[config.mk]
export PLATFORM = sky130hd
export DESIGN_NAME = regfile_2r1w
export DESIGN_NICKNAME = d
export VERILOG_FILES = /design/src/rtl/regfile_pkg.sv /design/src/rtl/register_nb.sv /design/src/rtl/regfile_2r1w.sv
export SDC_FILE = /design/constraint.sdc
export NUM_CORES = 1
export LEC_CHECK = 0
export ABC_AREA = 1
export CAP_MARGIN = 20
export CORE_ASPECT_RATIO = 0.5
export CORE_UTILIZATION = 66
export DETAILED_ROUTE_END_ITERATION = 10
export HOLD_SLACK_MARGIN = 0.02
export MAX_ROUTING_LAYER = met4
export PLACE_DENSITY = 0.85
export SLEW_MARGIN = 20
export SYNTH_ARGS = -nofsm -noshare
export SYNTH_HDL_FRONTEND = slang
export SYNTH_SLANG_ARGS = --single-unit
[constraint.sdc]
create_clock -name clk -period 20.9 [get_ports clk]
set_input_delay 6.27 -clock clk [delete_from_list [all_inputs] [get_ports clk]]
set_output_delay 6.27 -clock clk [all_outputs]
set_load 0.03 [all_outputs]
[src/rtl/regfile_pkg.sv]
// Shared defaults and types for the WISC decode-stage register file.
package regfile_pkg;

  localparam int unsigned DefWidth   = 16;
  localparam int unsigned DefDepth   = 16;
  localparam bit          DefZeroReg = 1'b0;
  localparam int unsigned DefAw      = $clog2(DefDepth);

  typedef logic [DefAw-1:0]    addr_t;
  typedef logic [DefWidth-1:0] data_t;

endpackage

[src/rtl/register_nb.sv]
// One enabled register with asynchronous active-high reset to zero.
module register_nb #(
  parameter int unsigned WIDTH = 16
) (
  input  logic             clk,
  input  logic             rst,
  input  logic             en,
  input  logic [WIDTH-1:0] data_in,
  output logic [WIDTH-1:0] state
);

  always_ff @(posedge clk or posedge rst) begin
    if (rst) begin
      state <= '0;
    end else if (en) begin
      state <= data_in;
    end
  end

endmodule

[src/rtl/regfile_2r1w.sv]
// DEPTH x WIDTH register file: one synchronous write port, two combinational read ports.
// Define REGFILE_BYPASS_EN to forward same-cycle write data to matching read ports.
module regfile_2r1w
  import regfile_pkg::*;
#(
  parameter int unsigned WIDTH    = DefWidth,
  parameter int unsigned DEPTH    = DefDepth,
  parameter int unsigned AW       = $clog2(DEPTH),
  parameter bit          ZERO_REG = DefZeroReg
) (
  input  logic             clk,
  input  logic             rst,
  input  logic             wr_en,
  input  logic [AW-1:0]    wr_addr,
  input  logic [WIDTH-1:0] wr_data,
  input  logic [AW-1:0]    rd_addr0,
  output logic [WIDTH-1:0] rd_data0,
  input  logic [AW-1:0]    rd_addr1,
  output logic [WIDTH-1:0] rd_data1,
  output logic             addr_err
);

  // One extra bit so DEPTH itself is representable when DEPTH is a power of two.
  localparam logic [AW:0] DepthW = (AW + 1)'(DEPTH);

  function automatic logic addr_ok(logic [AW-1:0] a);
    return {1'b0, a} < DepthW;
  endfunction

  logic [WIDTH-1:0] regs [DEPTH];
  logic [WIDTH-1:0] rd_mux0, rd_mux1;
  logic             addr_err_d, addr_err_q;

  for (genvar i = 0; i < DEPTH; i++) begin : g_reg
    if (ZERO_REG && i == 0) begin : g_zero
      assign regs[i] = '0;
    end else begin : g_store
      logic wr_hit;
      assign wr_hit = wr_en && (wr_addr == AW'(i));

      register_nb #(
        .WIDTH (WIDTH)
      ) u_reg (
        .clk     (clk),
        .rst     (rst),
        .en      (wr_hit),
        .data_in (wr_data),
        .state   (regs[i])
      );
    end
  end

  // Addresses with no matching entry fall through to zero.
  always_comb begin
    rd_mux0 = '0;
    rd_mux1 = '0;
    for (int i = 0; i < DEPTH; i++) begin
      if (rd_addr0 == AW'(i)) rd_mux0 = regs[i];
      if (rd_addr1 == AW'(i)) rd_mux1 = regs[i];
    end
  end

`ifdef REGFILE_BYPASS_EN
  logic byp0, byp1;

  always_comb begin
    byp0 = wr_en && (wr_addr == rd_addr0) && addr_ok(rd_addr0) &&
           !(ZERO_REG && rd_addr0 == '0);
    byp1 = wr_en && (wr_addr == rd_addr1) && addr_ok(rd_addr1) &&
           !(ZERO_REG && rd_addr1 == '0);
    rd_data0 = byp0 ? wr_data : rd_mux0;
    rd_data1 = byp1 ? wr_data : rd_mux1;
  end
`else
  always_comb begin
    rd_data0 = rd_mux0;
    rd_data1 = rd_mux1;
  end
`endif

  always_comb begin
    addr_err_d = (wr_en && !addr_ok(wr_addr)) || !addr_ok(rd_addr0) || !addr_ok(rd_addr1);
  end

  always_ff @(posedge clk or posedge rst) begin
    if (rst) begin
      addr_err_q <= 1'b0;
    end else begin
      addr_err_q <= addr_err_d;
    end
  end

  assign addr_err = addr_err_q;

endmodule
==> results.txt, run 1 <==
* Sequential share of the synthesized area: 47.5%
- At the placement stage, the worst setup path has a slack of about 5 ns.
- Across the VDD grid, the largest voltage drop is 70.9 µV.
- Summing the areas of all fa, ha and maj instances in the mapped netlist gives 0% of the synthesized area.
- Remaining Overflow, GRT: 0
- Along the worst hold path, the cell count comes to 2.
- Slowest cell on crit path: sky130_fd_sc_hd__clkdlybuf4s50_1
- Critical path capture point type: primary output
* Overall via count from detail_route: 13700
- In the global route stage, met2 resource usage came out at 61.9%.
- Avg Synthesized Cell Area: 7.15 µm²
- Top-Level Pins: 64
- Unrepaired setup endpoints after global routing: false
- The number of antenna violations at the first check in global routing was 0.
- Number of H-tree levels: 1
- For this run, global-route usage on met3 was measured as 14.0%.
- The first detailed-routing pass took 7 iterations.
* Via count of the first global-routing pass: 12300
- Buffers inserted to repair hold after CTS numbered 0.
* Final weighted congestion of routability-driven global placement: 1.05
* Leading registers by flop count: g.g_store.u_reg.state x256
* Data required time of the critical path: 14.63 ns
- Dividing the detail-routed via count by the number of cells gives 6.30.
- The register with the most flip-flops in the layout has 256 of them.
* Wire per inst: between 20 and 25 µm
* Die Height: 103 µm
* Clk sink count: 256
- Counting every net in the synthesized netlist gives ~1900.
- Maximum clock insertion buffer count: 3
- Summed over all cells, the static leakage comes to 0.00690 µW.
- Kind of critical path: primary input to primary output
* First-pass GRT wire length: 68.1 mm
- On the final layout, the worst clock skew is 0 ns.
- The HPWL after detailed placement is between 20 and 30 mm.
- After synthesis, the largest family of logic cells by area is simple AND/OR/NAND/NOR gates.
- The mapped netlist covers 13500 µm².
- Clock latency on the worst-skew pair: 0.52 ns
* Fmax achieved: 62.4 MHz
- Buffers inserted during clock tree synthesis total 23.
* Die boundary width: about 200 µm
* Cell at the root of the clock tree: sky130_fd_sc_hd__clkbuf_16
- For this run, the post-layout net count is roughly 1900.
* CP arrival: 9.75 ns
- The tightest min-delay check is of the flip-flop to flip-flop type.
* Cell count after synthesis: ~1900
- TritonCTS built the clock tree.
- Placed Instances: 2129
* Critical path startpoint category: primary input
* Delay of the slowest cell on the worst path: 0.68 ns
* Xor and xnor area share after synthesis: 0%
- Run status: completed
- CP Cell Sequence: clkdlybuf4s50_1, nand2_1, nor2_1, inv_1, or2_2, nand2_1, nand4_1, nor3_1, nand4_1, clkdlybuf4s50_1
- Seq cells post-synth: between 200 and 300
- Entering global routing, the biggest net connects 102 pins.
* Max-cap violations: 0
* Global router's overall resource usage: 44.0%
- In the final timing run, aggregate negative setup slack is 0 ns.
- Once the clock tree was built, the setup fixing pass inserted 0 buffers.
- Summing the areas of all compound-gate instances in the mapped netlist gives 11.5% of the synthesized area.
- Dividing the final minimum period by the clock period gives approximately 77%.
- Measured slew at the worst slew-check pin: 1.09 ns
* Hold Crit Endpoint: g_reg[11].g_store.u_reg.state[8]
- Drt total wl: 44.2 mm
* Met1 routing resource usage after global routing: around 62%
- After clock tree synthesis, the repair step resized 0 gates.
* Smallest setup slack after layout: about 4.9 ns
- Top post-synthesis cells by area: sky130_fd_sc_hd__dfrtp_1 47%, sky130_fd_sc_hd__nand2_1 17%, sky130_fd_sc_hd__o21ai_0 9.0%
- Summed over its instances, the top area cell type makes up 47.5% of the synthesized netlist area.
- Routing layer with the top usage in global route: met1
- Number of cells on the worst reg-to-reg path: 2
- Startpoint of the lowest-slack register-to-register path: g_reg[15].g_store.u_reg.state[4]
* Number of inserted diodes: 0
* Fill cell count: 1483
- The count of buffers added on input and output ports is 62.
- After synthesis, the share of cell area in mux cells is 0%.
- Number of endpoints with negative hold slack in the final report: 0
- Worst Path Max Fanout: 10
- Final critical-path required period: 16.02 ns
- Count of standard-cell rows: 36
- The number of slew-limit violations in the final report was 0.
- Clock input transition at the sequential cells of the worst setup and hold paths: 0.07 ns
- In the final layout, the multi-input gates occupy between 6000 and 7000 µm².
- Summing all flip-flop and latch instances after layout gives between 6000 and 7000 µm².
- Most flop-heavy register: g.g_store.u_reg.state
* Worst slew slack as a fraction of its limit: 27.4%
- Count of cell types in the netlist: 20
- Summed over all instances, the cell type with the most area after synthesis is sky130_fd_sc_hd__dfrtp_1.
* Total power density per cell area: between 90 and 100 nW/µm²
- R2r setup slk: roughly 20 ns
- Effective utilization at floorplan: 68.4%
- Reg-to-reg critical path endpoint: g_reg[15].g_store.u_reg.state[4]
* Number of synthesis warnings: 0
* Initial DRC Count: approximately 2100
* Area of the core: between 15000 and 20000 µm²
- Setup violations remaining at the end of the flow were counted as 0.
* Final ANT Viol Nets: 0
* Post-synthesis simple-gate area fraction: 33.6%
- Die Outline Area: around 21000 µm²
- Of the cells placed in the final design, the portion with a size suffix greater than 1 is 5.99%.
- Across all hold checks on the routed design, the worst slack comes to 0.489 ns.
- The finished layout holds 2170 standard cells, fillers aside.
* Area Overhead vs Synth: 11.1%
- After detailed routing, the number of remaining DRC violations is 0.
- Start point of the worst hold path: g_reg[11].g_store.u_reg.state[8]
-- logic make-up (layout without fill, tap and decap cells) --
group | after synthesis | count (layout)
buffers and inverters | 251 | 269
other | 1 | 1
AO/OA/AOI/OAI | 311 | 311
AND/OR/NAND/NOR | 1067 | 1067
flip-flops | 256 | 256
-- cell usage after synthesis --
library cell	count
sky130_fd_sc_hd__clkbuf_1	79
sky130_fd_sc_hd__buf_4	3
sky130_fd_sc_hd__nor4_2	2
sky130_fd_sc_hd__nand3_1	149
sky130_fd_sc_hd__or2_1	2
sky130_fd_sc_hd__inv_2	4
sky130_fd_sc_hd__nor3_1	15
sky130_fd_sc_hd__buf_2	26
sky130_fd_sc_hd__or2_2	29
sky130_fd_sc_hd__conb_1	1
sky130_fd_sc_hd__inv_1	139
sky130_fd_sc_hd__nor2_2	12
sky130_fd_sc_hd__a21oi_1	68
sky130_fd_sc_hd__nand2_1	618
sky130_fd_sc_hd__o21ai_0	243
sky130_fd_sc_hd__dfrtp_1	256
sky130_fd_sc_hd__or2_0	5
sky130_fd_sc_hd__nor2_1	159
sky130_fd_sc_hd__nand2_2	1
sky130_fd_sc_hd__nand4_1	75
-- critical path: cells and delay by family --
family	cells	cell delay (ns)
AND/OR/NAND/NOR	7	1.79
buffers and inverters	3	1.66
-- report_power, final --
group | internal [µW] | switching [µW] | total (µW) | leakage, µW
Combinational | 98.1 | 185 | 283 | 0.00330
Clock | 250 | 194 | 444 | 0.000378
Sequential | 599 | 84.6 | 684 | 0.00321
-- per-layer routing --
layer,vias to the layer above,share of wire (%)
met5,-,0
met4,0,2.1
met3,114,16
met2,1022,41
met1,6441,41
li1,6085,-
-- per-stage QoR --
stage               utilization (%)  power (µW)  instance area [µm²]
floorplan                         -         848                13500
global placement               72.0         943                14200
detailed placement             72.0         960                14200
CTS                            75.8        1400                15000
global route                   75.9        1470                15000
finish                         75.9        1410                15000
-- cell type report --
| type | instances | area share (%) |
|---|---|---|
| sequential | 256 | 42.8 |
| multi-input combinational | 1379 | 41.0 |
| timing repair buffer | 85 | 5.32 |
| clock buffer | 35 | 4.54 |
| inverter | 143 | 3.63 |
| tap | 266 | 2.22 |
| clock inverter | 6 | 0.559 |
-- worst max-delay path by stage --
stage                     start      endpoint  slack, ns  cells past startpoint
floorplan           rd_addr1[3]   rd_data1[0]       7.10                     11
global placement    rd_addr0[1]   rd_data0[1]       5.07                     14
detailed placement  rd_addr0[1]  rd_data0[11]       5.03                     14
CTS                 rd_addr1[1]   rd_data1[6]       4.97                     10
global route        rd_addr0[1]  rd_data0[11]       4.71                     14
finish              rd_addr1[1]  rd_data1[11]       4.88                     10
-- cell usage in the layout, fill, tap and decap left out, types with 3 or more instances in the layout --
cell / netlist / routed
sky130_fd_sc_hd__clkbuf_1: 79 / 6
sky130_fd_sc_hd__nand2_2: 1 / 3
sky130_fd_sc_hd__buf_4: 3 / 22
sky130_fd_sc_hd__inv_1: 139 / 138
sky130_fd_sc_hd__nor2_2: 12 / 15
sky130_fd_sc_hd__nand4_1: 75 / 75
sky130_fd_sc_hd__or2_0: 5 / 5
sky130_fd_sc_hd__nor3_1: 15 / 15
sky130_fd_sc_hd__clkbuf_16: 0 / 23
sky130_fd_sc_hd__o21ai_0: 243 / 243
sky130_fd_sc_hd__dfrtp_1: 256 / 256
sky130_fd_sc_hd__a21oi_1: 68 / 68
sky130_fd_sc_hd__clkdlybuf4s50_1: 0 / 62
sky130_fd_sc_hd__clkbuf_8: 0 / 6
sky130_fd_sc_hd__or2_2: 29 / 29
sky130_fd_sc_hd__inv_2: 4 / 4
sky130_fd_sc_hd__nor2_1: 159 / 156
sky130_fd_sc_hd__nand3_1: 149 / 147
sky130_fd_sc_hd__nand2_1: 618 / 616
sky130_fd_sc_hd__clkinv_2: 0 / 3
Note: power is estimated with default switching activity, not from simulation.
==> inputs of run 2 (changes only) <==
Settings changed: CORE_UTILIZATION 66 to 55, PLACE_DENSITY 0.85 to 0.76.
Clock period 20.9 ns to 14.1 ns, I/O delays scaled along.
==> run 2 against run 1 <==
Net effect: sequential cell count is the same; routed wire length shrank 3.2%; via count shrank 4.6%; critical path depth grew 4; combinational power grew 46%; clock skew is the same; sequential share of layout area shrank 0.35 points; clock power grew 53%; clock-buffer cell count grew 3; core utilization shrank 13 points; critical endpoint is now rd_data0[0].
==> results.txt, run 2 (synthesis results as in run 1) <==
- Initial DRC Count: 2052 (was 2084)
- Derived from the worst setup path, the maximum achievable clock frequency is 83.3 MHz.
* Count of TritonRoute iterations in the first routing pass: 6 (was 7)
- The power consumption came to 2100 µW (was 1410 µW).
- Leading registers by flop count: g.g_store.u_reg.state x256 (unchanged).
- The count of input and output buffers came to 62 (unchanged).
- The most frequent standard cell in the layout excluding fill and tap cells is sky130_fd_sc_hd__nand2_1 (unchanged).
- The number of remaining DRC errors is 0 (unchanged).
- The category of the most critical setup path was primary input to primary output (unchanged).
- The data arrival time of the critical path is 7.77 ns (was 9.75 ns).
* Type of the most critical hold path: flip-flop to flip-flop (unchanged)
- Unrepaired setup endpoints after global routing: false (unchanged)
- The setup slack after layout was 2.10 ns (was 4.88 ns).
* Critical path startpoint category: primary input (unchanged)
- The clock tree root buffer cell is sky130_fd_sc_hd__clkbuf_16 (unchanged).
- Wire per inst: 19.2 µm (was 20.3 µm)
- The die height came to 113 µm (was 103 µm).
- Number of H-tree levels: 1 (unchanged)
* Clock latency on the worst-skew pair: 0.54 ns (was 0.52 ns)
* Highest-count cells in the layout ignoring fill and taps: 617 x sky130_fd_sc_hd__nand2_1, 256 x sky130_fd_sc_hd__dfrtp_1, 243 x sky130_fd_sc_hd__o21ai_0 (was 616 x sky130_fd_sc_hd__nand2_1, 256 x sky130_fd_sc_hd__dfrtp_1, 243 x sky130_fd_sc_hd__o21ai_0)
- The final critical path takes up a little under nine tenths of the cycle.
- The leakage power summed over all cells is 0.00694 µW (was 0.00690 µW).
* Effective utilization at floorplan: 56.2% (was 68.4%)
* Die boundary width: 223 µm (was 204 µm)
- Setup Total Neg Slack: 0 ns (unchanged)
- Detailed Place HPWL: 28.9 mm (was 29.6 mm)
- The detail-routed via count per cell came to 5.86 (was 6.30).
* Total power density per cell area: 139 nW/µm² (was 94.2 nW/µm²)
- The number of slew-limit violations in the final report is 0 (unchanged).
* Number of flip-flops under the largest register name: 256 (unchanged)
- The remaining max-slew budget at the tightest pin came to 29.2% (was 27.4%).
- Clock input transition at the sequential cells of the worst setup and hold paths: 0.06 ns (was 0.07 ns)
- The clock sink count came to 256 (unchanged).
- Share of cells above drive strength 1: 6.24% (was 5.99%)
- The number of antenna violations at the first check in global routing was 0 (unchanged).
- The peak supply drop was 94.0 µV (was 70.9 µV).
* Fill cell count: 2179 (was 1483)
- Overall via count from detail_route: 13000 (was 13700)
- The slew at the pin closest to its max-slew limit was 1.06 ns (was 1.09 ns).
- Final critical-path required period: around 12 ns
* Most flop-heavy register: g.g_store.u_reg.state (unchanged)
* Setup Slack @ Placement: 2.25 ns (was 5.03 ns)
* Final ANT Viol Nets: 0 (unchanged)
* Remaining Overflow, GRT: 0 (unchanged)
* Number of endpoints failing setup at the final stage: 0 (unchanged)
- The endpoint kind of the worst setup timing path is a primary output (unchanged).
* Clock buffers created by TritonCTS: 25 (was 23)
- Maximum number of pins on one net before global-route repair: 120 (was 102)
- Count of standard-cell rows: 40 (was 36)
- The area of the core came to 24000 µm² (was 19700 µm²).
- Number of inserted diodes: 0 (unchanged)
- Data required time of the critical path: 9.87 ns (was 14.63 ns)
* Via count of the first global-routing pass: 11700 (was 12300)
* # hold bufs at CTS: 0 (unchanged)
- The number of top-level design ports came to 64 (unchanged).
- The total setup buffers inserted after CTS is 0 (unchanged).
- Run status: completed (unchanged)
- The wire length of the first global-routing pass came to 67.3 mm (was 68.1 mm).
- Max-cap violations: 0 (unchanged)
- Area of placed instances: 14300 µm² (was 14200 µm²)
- Die Outline Area: 25200 µm² (was 21100 µm²)
* Worst Path Max Fanout: 45 (was 10)
- Final setup skew: 0 ns (unchanged)
- The post-cts sizing count came to 0 (unchanged).
* Final non-filler cell area: 15100 µm² (was 15000 µm²)
* Number of endpoints with negative hold slack in the final report: 0 (unchanged)
- The core occupancy in the finished layout is 62.9% (was 75.9%).
- The clock tree from TritonCTS is built (unchanged).
- The count of nets after finishing came to 1923 (was 1919).
- The maximum clock path buffer count was 3 (unchanged).
- Global router's overall resource usage: 35.6% (was 44.0%)
* Drt total wl: 42.7 mm (was 44.2 mm)
* Area Overhead vs Synth: 12.0% (was 11.1%)
- The final weighted congestion of routability-driven global placement is 0.975 (was 1.05).
==> run 2: changes by cell type in the layout (fill, tap and decap cells not counted), sizes merged <==
cell / before / now
buf: 23 / 25
bufinv: 2 / 0
inv: 144 / 145
clkbuf: 35 / 38
==> run 2: through the flow <==
stage          instances  hold WS, ns
2_1_floorplan       1886        0.453
3_3_place_gp        2177        0.466
3_5_place_dp        2178        0.473
4_1_cts             2221        0.489
5_1_grt             2223        0.503
6_report            2223        0.484
==> run 2: worst paths after layout <==
path,from,cells after the start,to,slack [ns]
max,rd_addr0[3],14,rd_data0[0],2.10
min,g_reg[7].g_store.u_reg.state[15],2,g_reg[7].g_store.u_reg.state[15],0.48
max reg2reg,g_reg[10].g_store.u_reg.state[9],2,g_reg[10].g_store.u_reg.state[9],13.33
min reg2reg,g_reg[7].g_store.u_reg.state[15],2,g_reg[7].g_store.u_reg.state[15],0.48
max in group asynchronous,rst,4,g_reg[5].g_store.u_reg.state[2],7.60
min in group asynchronous,rst,2,g_reg[13].g_store.u_reg.state[11],4.21
==> run 2: critical path, stage by stage <==
cell and delay, ns:
sky130_fd_sc_hd__clkdlybuf4s50_1 0.45, sky130_fd_sc_hd__nor2_2 0.14, sky130_fd_sc_hd__buf_4 0.40, sky130_fd_sc_hd__nand3_1 0.59
sky130_fd_sc_hd__inv_1 0.40, sky130_fd_sc_hd__nand2_1 0.08, sky130_fd_sc_hd__nand3_1 0.09, sky130_fd_sc_hd__nand2_1 0.08
sky130_fd_sc_hd__nand4_1 0.13, sky130_fd_sc_hd__nor2_1 0.06, sky130_fd_sc_hd__nand4_1 0.11, sky130_fd_sc_hd__nand2_1 0.07
sky130_fd_sc_hd__nand3_1 0.19, sky130_fd_sc_hd__clkdlybuf4s50_1 0.72
==> run 2: where the power goes <==
| group | switching [µW] | total [µW] | leakage [µW] | internal [µW] |
|---|---|---|---|---|
| sequential | 123 | 1010 | 0.00321 | 889 |
| clock | 301 | 680 | 0.000406 | 378 |
| combinational | 268 | 414 | 0.00332 | 145 |
==> run 2: area by class of cell <==
cell class	count	area, µm²	area share, %
sequential	256	6410	42.4
clock buffer	38	774	5.13
clock inverter	5	35.0	0.232
tap	315	394	2.61
timing repair buffer	87	820	5.42
inverter	143	544	3.60
multi-input combinational	1379	6130	40.6
==> run 2: routing by layer <==
layer | GRT usage, % | up-vias | wire length [µm]
li1 | - | 6094 | -
met1 | 53.8 | 6086 | 19000
met2 | 48.3 | 762 | 17300
met3 | 7.87 | 91 | 5360
met4 | 8.54 | 0 | 1060
met5 | - | - | 0
==> inputs of run 3 (changes only) <==
Settings changed: CORE_ASPECT_RATIO 0.5 to unset.
==> run 3 against run 2 <==
Net effect: die area shrank 0.15%; clock-buffer cell count shrank 6; non-clock buffer count grew 4; combinational power is essentially flat; worst hold slack gained 0.0021 ns; setup slack gained 0.16 ns; sequential share of layout area shrank 0.80 points; clock power grew 19%; total power grew 6.2%; sequential cell count is the same; clock skew is the same; sequential power is essentially flat.
==> results.txt, run 3 (synthesis results as in run 1) <==
- Run status: completed (unchanged).
- Clock buffers created by TritonCTS: 28 (was 25)
- The number of top-level design ports came to 64 (unchanged).
- Die boundary width: 159 µm (was 223 µm)
- The total congestion overflow came to 0 (unchanged).
- Most flop-heavy register: g.g_store.u_reg.state (unchanged)
- Area Overhead vs Synth: 14.1% (was 12.0%)
- Worst Path Max Fanout: 14 (was 45)
* Clk sink count: 256 (unchanged)
- Slowest cell on crit path: sky130_fd_sc_hd__clkdlybuf4s50_1 (unchanged)
- The initial DRC count was 1752 (was 2052).
- Fill cell count: 2016 (was 2179)
* R2r setup slk: 13.32 ns (was 13.33 ns)
- Resized Gates After CTS: 0 (unchanged)
- The first-pass detailed-route iteration total came to 6 (unchanged).
- The critical path launch point type is a primary input (unchanged).
- The maximum clock path buffer count came to 3 (unchanged).
- The startpoint of the lowest-slack register-to-register path is g_reg[14].g_store.u_reg.state[14] (was g_reg[10].g_store.u_reg.state[9]).
- Sw frac: 31.5% (was 32.9%)
- The worst slack on hold paths is 0.486 ns (was 0.484 ns).
- Effective utilization at floorplan: 56.8% (was 56.2%)
* Multi-input gate area: 6150 µm² (was 6130 µm²)
- Count of input and output buffers: 62 (unchanged)
- The number of gates on the worst path with buffers counted came to 11 (was 14).
* Area of the core: 23800 µm² (was 24000 µm²)
* Final setup skew: 0 ns (unchanged)
* Die Height: 159 µm (was 113 µm)
- # hold bufs at CTS: 0 (unchanged)
* Overall via count from detail_route: 13400 (was 13000)
- Type of the most critical hold path: flip-flop to flip-flop (unchanged)
- The share of total power in combinational logic was 18.4% (was 19.7%).
- Maximum number of pins on one net before global-route repair: 123 (was 120)
- Max-cap violations: 0 (unchanged)
- The summed negative setup slack over all endpoints is 0 ns (unchanged).
- Leading registers by flop count: g.g_store.u_reg.state x256 (unchanged)
* Internal power of the cells: 1530 µW (was 1410 µW)
- Clock latency on the worst-skew pair: 0.55 ns (was 0.54 ns)
- The ratio of cells with drive above 1 in the final layout came to 7.34% (was 6.24%).
- Cell at the root of the clock tree: sky130_fd_sc_hd__clkbuf_16 (unchanged)
- Post-DR vias/cell: 5.99 (was 5.86)
- Via count of the first global-routing pass: 12600 (was 11700)
- The maximum clock frequency came to 84.4 MHz (was 83.3 MHz).
- The switching power total was 705 µW (was 692 µW).
- The cell row count was 56 (was 40).
* Final Net Count: 1930 (was 1923)
- The HPWL after detailed placement was 30.3 mm (was 28.9 mm).
- Hold Crit Endpoint: g_reg[3].g_store.u_reg.state[5] (was g_reg[7].g_store.u_reg.state[15])
- Drt total wl: 45.2 mm (was 42.7 mm)
- The diode insertion count for antenna repair came to 0 (unchanged).
* Wire per inst: 20.2 µm (was 19.2 µm)
- Setup Slack @ Placement: 2.35 ns (was 2.25 ns)
- Delay of the slowest cell on the worst path: 0.66 ns (was 0.72 ns)
* Final critical-path required period: 11.84 ns (was 12.00 ns)
- Die Outline Area: 25200 µm² (about the same)
- Start point of the worst hold path: g_reg[3].g_store.u_reg.state[5] (was g_reg[7].g_store.u_reg.state[15])
- P_leak: 0.00706 µW (was 0.00694 µW)
* Measured slew at the worst slew-check pin: 1.12 ns (was 1.06 ns)
- The clock group share of total power was 36.1% (was 32.3%).
- Global router's overall resource usage: 38.4% (was 35.6%)
- Data required time of the critical path: 9.87 ns (about the same)
- The endpoint kind of the worst setup timing path was a primary output (unchanged).
- The most frequent standard cell in the layout excluding fill and tap cells was sky130_fd_sc_hd__nand2_1 (unchanged).
- The total setup buffers inserted after CTS was 0 (unchanged).
- Flip-flop and latch area: 6410 µm² (unchanged)
- Slew Limit Fails: 0 (unchanged)
- The start point of the critical path is rd_addr1[1] (was rd_addr0[3]).
- The count of final setup violators is 0 (unchanged).
- The peak supply drop is 96.9 µV (was 94.0 µV).
* Flop pwr share: 45.4% (was 48.0%)
* Ratio of final minimum period to clock period: 84.0% (was 85.1%)
* Crit path buffers/inverters: 4 (unchanged)
* Final weighted congestion of routability-driven global placement: 0.934 (was 0.975)
- The wire length of the first global-routing pass came to 70.3 mm (was 67.3 mm).
* Smallest setup slack after layout: 2.26 ns (was 2.10 ns)
- Placed Instances: 2186 (was 2178)
* Number of H-tree levels: 1 (unchanged)
- Number of flip-flops under the largest register name: 256 (unchanged)
* DRC errors left: 0 (unchanged)
- Total power density per cell area: 145 nW/µm² (was 139 nW/µm²)
- Count of non-filler cells in the finished layout: 2240 (was 2223)
- Unrepaired setup endpoints after global routing: false (unchanged)
- The count of cells along the worst hold path was 2 (unchanged).
- The number of nets still failing antenna checks after routing came to 0 (unchanged).
* CP Cell Sequence: clkdlybuf4s50_1, nand2_1, nor2_1, buf_4, inv_1, or2_2, nand2_1, nand4_1, nor3_1, nand4_1, clkdlybuf4s50_1 (was clkdlybuf4s50_1, nor2_2, buf_4, nand3_1, inv_1, nand2_1, nand3_1, nand2_1, nand4_1, nor2_1, nand4_1, nand2_1, nand3_1, clkdlybuf4s50_1)
* Clock input transition at the sequential cells of the worst setup and hold paths: 0.06 ns (about the same)
- The final-report hold violation count is 0 (unchanged).
* Critical path's top delay family: buffers and inverters (unchanged)
- The data arrival time of the critical path came to 7.61 ns (was 7.77 ns).
- Highest-count cells in the layout ignoring fill and taps: 613 x sky130_fd_sc_hd__nand2_1, 256 x sky130_fd_sc_hd__dfrtp_1, 243 x sky130_fd_sc_hd__o21ai_0 (was 617 x sky130_fd_sc_hd__nand2_1, 256 x sky130_fd_sc_hd__dfrtp_1, 243 x sky130_fd_sc_hd__o21ai_0)
- Reg-to-reg critical path endpoint: g_reg[14].g_store.u_reg.state[14] (was g_reg[10].g_store.u_reg.state[9])
- The cell depth of the worst flop-to-flop path is 2 (unchanged).
* Number of antenna violations at the first check in global routing: 0 (unchanged)
* Kind of critical path: primary input to primary output (unchanged)
- The clock tree from TritonCTS is built (unchanged).
- The remaining max-slew budget at the tightest pin came to 25.1% (was 29.2%).
-- run 3: worst max-delay path by stage --
| stage | endpoint | slack, ns |
|---|---|---|
| final | rd_data1[6] | 2.26 |
| after detailed placement | rd_data1[8] | 2.35 |
| after global routing | rd_data1[6] | 2.12 |
| after CTS | rd_data1[3] | 2.33 |
| after global placement | rd_data1[14] | 2.43 |
| after floorplan | g_reg[0].g_store.u_reg.state[0] | 2.83 |
-- run 3: area by class of cell --
class / count / share of cell area, %
multi-input cells: 1379 / 40.0
flip-flops and latches: 256 / 41.6
clock buffers: 32 / 4.92
inverters: 143 / 3.53
repair buffers: 91 / 5.67
well taps: 319 / 2.59
clock inverters: 20 / 1.71
-- run 3: layer usage --
layer	global-route usage [%]	part of all wire [%]	wire (µm)
met5	-	0	0
met4	18.6	4.9	2200
met3	7.21	11	4940
met2	58.6	45	20400
met1	49.5	39	17700
-- run 3: power groups by stage --
stage	registers, µW	clock network [µW]	logic, µW
2_1_floorplan	984	0	272
3_3_place_gp	1020	0	389
3_5_place_dp	1020	0	403
4_1_cts	1010	806	405
5_1_grt	1030	833	462
6_report	1020	808	412
-- run 3: per-stage QoR --
step	total power, µW	util, %	area, µm²
2_1_floorplan	1260	-	13500
3_3_place_gp	1410	60.2	14300
3_5_place_dp	1420	60.3	14300
4_1_cts	2220	64.5	15300
5_1_grt	2330	64.8	15400
6_report	2240	64.8	15400
-- run 3: worst reg2reg max path, stage by stage (launching register included) --
cell and delay, ns:
sky130_fd_sc_hd__dfrtp_1 0.44, sky130_fd_sc_hd__nand2_1 0.10, sky130_fd_sc_hd__o21ai_0 0.08
==> edit: new RTL, config.mk and constraints of run 1 <==
Remove the register `addr_err_q`: a continuous assignment takes its place, so the output `addr_err` follows one clock earlier.
--- a/src/rtl/regfile_2r1w.sv
+++ b/src/rtl/regfile_2r1w.sv
@@ -82,13 +82,7 @@
     addr_err_d = (wr_en && !addr_ok(wr_addr)) || !addr_ok(rd_addr0) || !addr_ok(rd_addr1);
   end
 
-  always_ff @(posedge clk or posedge rst) begin
-    if (rst) begin
-      addr_err_q <= 1'b0;
-    end else begin
-      addr_err_q <= addr_err_d;
-    end
-  end
+  assign addr_err_q = addr_err_d;
 
   assign addr_err = addr_err_q;
 
Function: not settled (the Yosys comparison gave no result); the edit may change what the design does.
==> edit against run 1 <==
  * Setup slack worse by 0.15 ns
  * Routed wire length hardly changed
  * Final area is 0.41% lower
  * Area after synthesis hardly changed
  * Sequential cell count stayed put
  * Synthesized cell count is 0.11% higher
  * Non-clock buffer count is 7 lower
  * Power is 1.9% lower
  * Register-to-register slack better by 0.04 ns
==> edit: results (changes against run 1) <==
p_leak_uw: 0.006862  # -0.49%
ys_seq_area_frac: 0.4748  # about the same
use_met1: 0.6219  # +0.002251
post-place-cells: 2128  # -0.047%
place.gp.congestion: 0.9871  # -6.2%
internal_power_uw: 921.5  # -2.7%
syn_inst: 1888  # +0.11%
route.met2.wl_mm: 18.16  # +0.85%
inverters_excl_clock: 147  # +2.8%
synthDistinctLibCells: 26  # +30%
p_clk_uw: 417  # -6.1%
clock_cell_area_share: 0.04687  # -0.004151
crit_end: "rd_data0[14]"
final-seq-area_sq_um: 6406  # unchanged
synth-compound-area-share: 0.1139  # -0.001505
slowest_delay_ns: 0.72  # +0.04 ns
dr_wl_met3_mm: 6.865  # -2.4%
critPathLaunch: "rd_addr0[1]"
grt_usage: 0.4423  # +0.002244
grt_pass1_wl_mm: 67.76  # -0.54%
num-multi-input-gates: 1382  # +0.22%
holdWs_ns: 0.4846  # -0.003979 ns
fill_cells: 1527  # +3.0%
rrSetupSlack_ns: 20.08  # +0.04 ns
layout.nonclk_buf_frac: 0.05123  # -0.001962
crit_fanout: 15  # +5
worst_pin_slew_ns: 1.147  # +0.06009 ns
wl_per_cell_um: 20.38  # +0.18%
placed_area_sq_um: 14170  # -0.16%
use_met3: 0.1539  # +0.01359
post-route-util: 0.7563  # -0.003108
dieArea_sq_um: 21050  # about the same
wl_met1_mm: 18.38  # +1.1%
hpwlAfterDp_mm: 30.03  # +1.5%
dp_slack_ns: 4.844  # -0.1877 ns
grt_max_degree: 148  # +45%
arrival_ns: 9.90  # +0.15 ns
status: "completed"
drt_iter0_drc: 1912  # -8.3%
drive_above_1_share: 0.05366  # -0.006218
p_comb_frac: 0.206  # +0.005
multi_input_area_sq_um: 6157  # +0.31%
grt_pass1_vias: 12220  # -0.36%
ys_top_cells_by_count: "nand2_1 (639), dfrtp_1 (256), o21ai_0 (241)"
r2r_end: "g_reg[8].g_store.u_reg.state[2]$_DFFE_PP0P_"
ir_drop_mv: 0.07051  # -0.56%
largest_registers: "g.g_store.u_reg.state x256"
use_met2: 0.6052  # -0.01356
r2r-start: "g_reg[8].g_store.u_reg.state[2]$_DFFE_PP0P_"
buffers: 78  # -8.2%
fin_crit_ns: 16.17  # +0.1507 ns
cts_made_buffers: 23  # unchanged
==> edit: worst min path at each step <==
stage | from | cells after the start | to
after floorplan | g_reg[11].g_store.u_reg.state[11]$_DFFE_PP0P_ | 2 | g_reg[11].g_store.u_reg.state[11]$_DFFE_PP0P_
after CTS | g_reg[7].g_store.u_reg.state[1]$_DFFE_PP0P_ | 2 | g_reg[7].g_store.u_reg.state[1]$_DFFE_PP0P_
final | g_reg[7].g_store.u_reg.state[1]$_DFFE_PP0P_ | 2 | g_reg[7].g_store.u_reg.state[1]$_DFFE_PP0P_
after detailed placement | g_reg[7].g_store.u_reg.state[1]$_DFFE_PP0P_ | 2 | g_reg[7].g_store.u_reg.state[1]$_DFFE_PP0P_
after global placement | g_reg[13].g_store.u_reg.state[14]$_DFFE_PP0P_ | 2 | g_reg[13].g_store.u_reg.state[14]$_DFFE_PP0P_
after global routing | g_reg[11].g_store.u_reg.state[8]$_DFFE_PP0P_ | 2 | g_reg[11].g_store.u_reg.state[8]$_DFFE_PP0P_
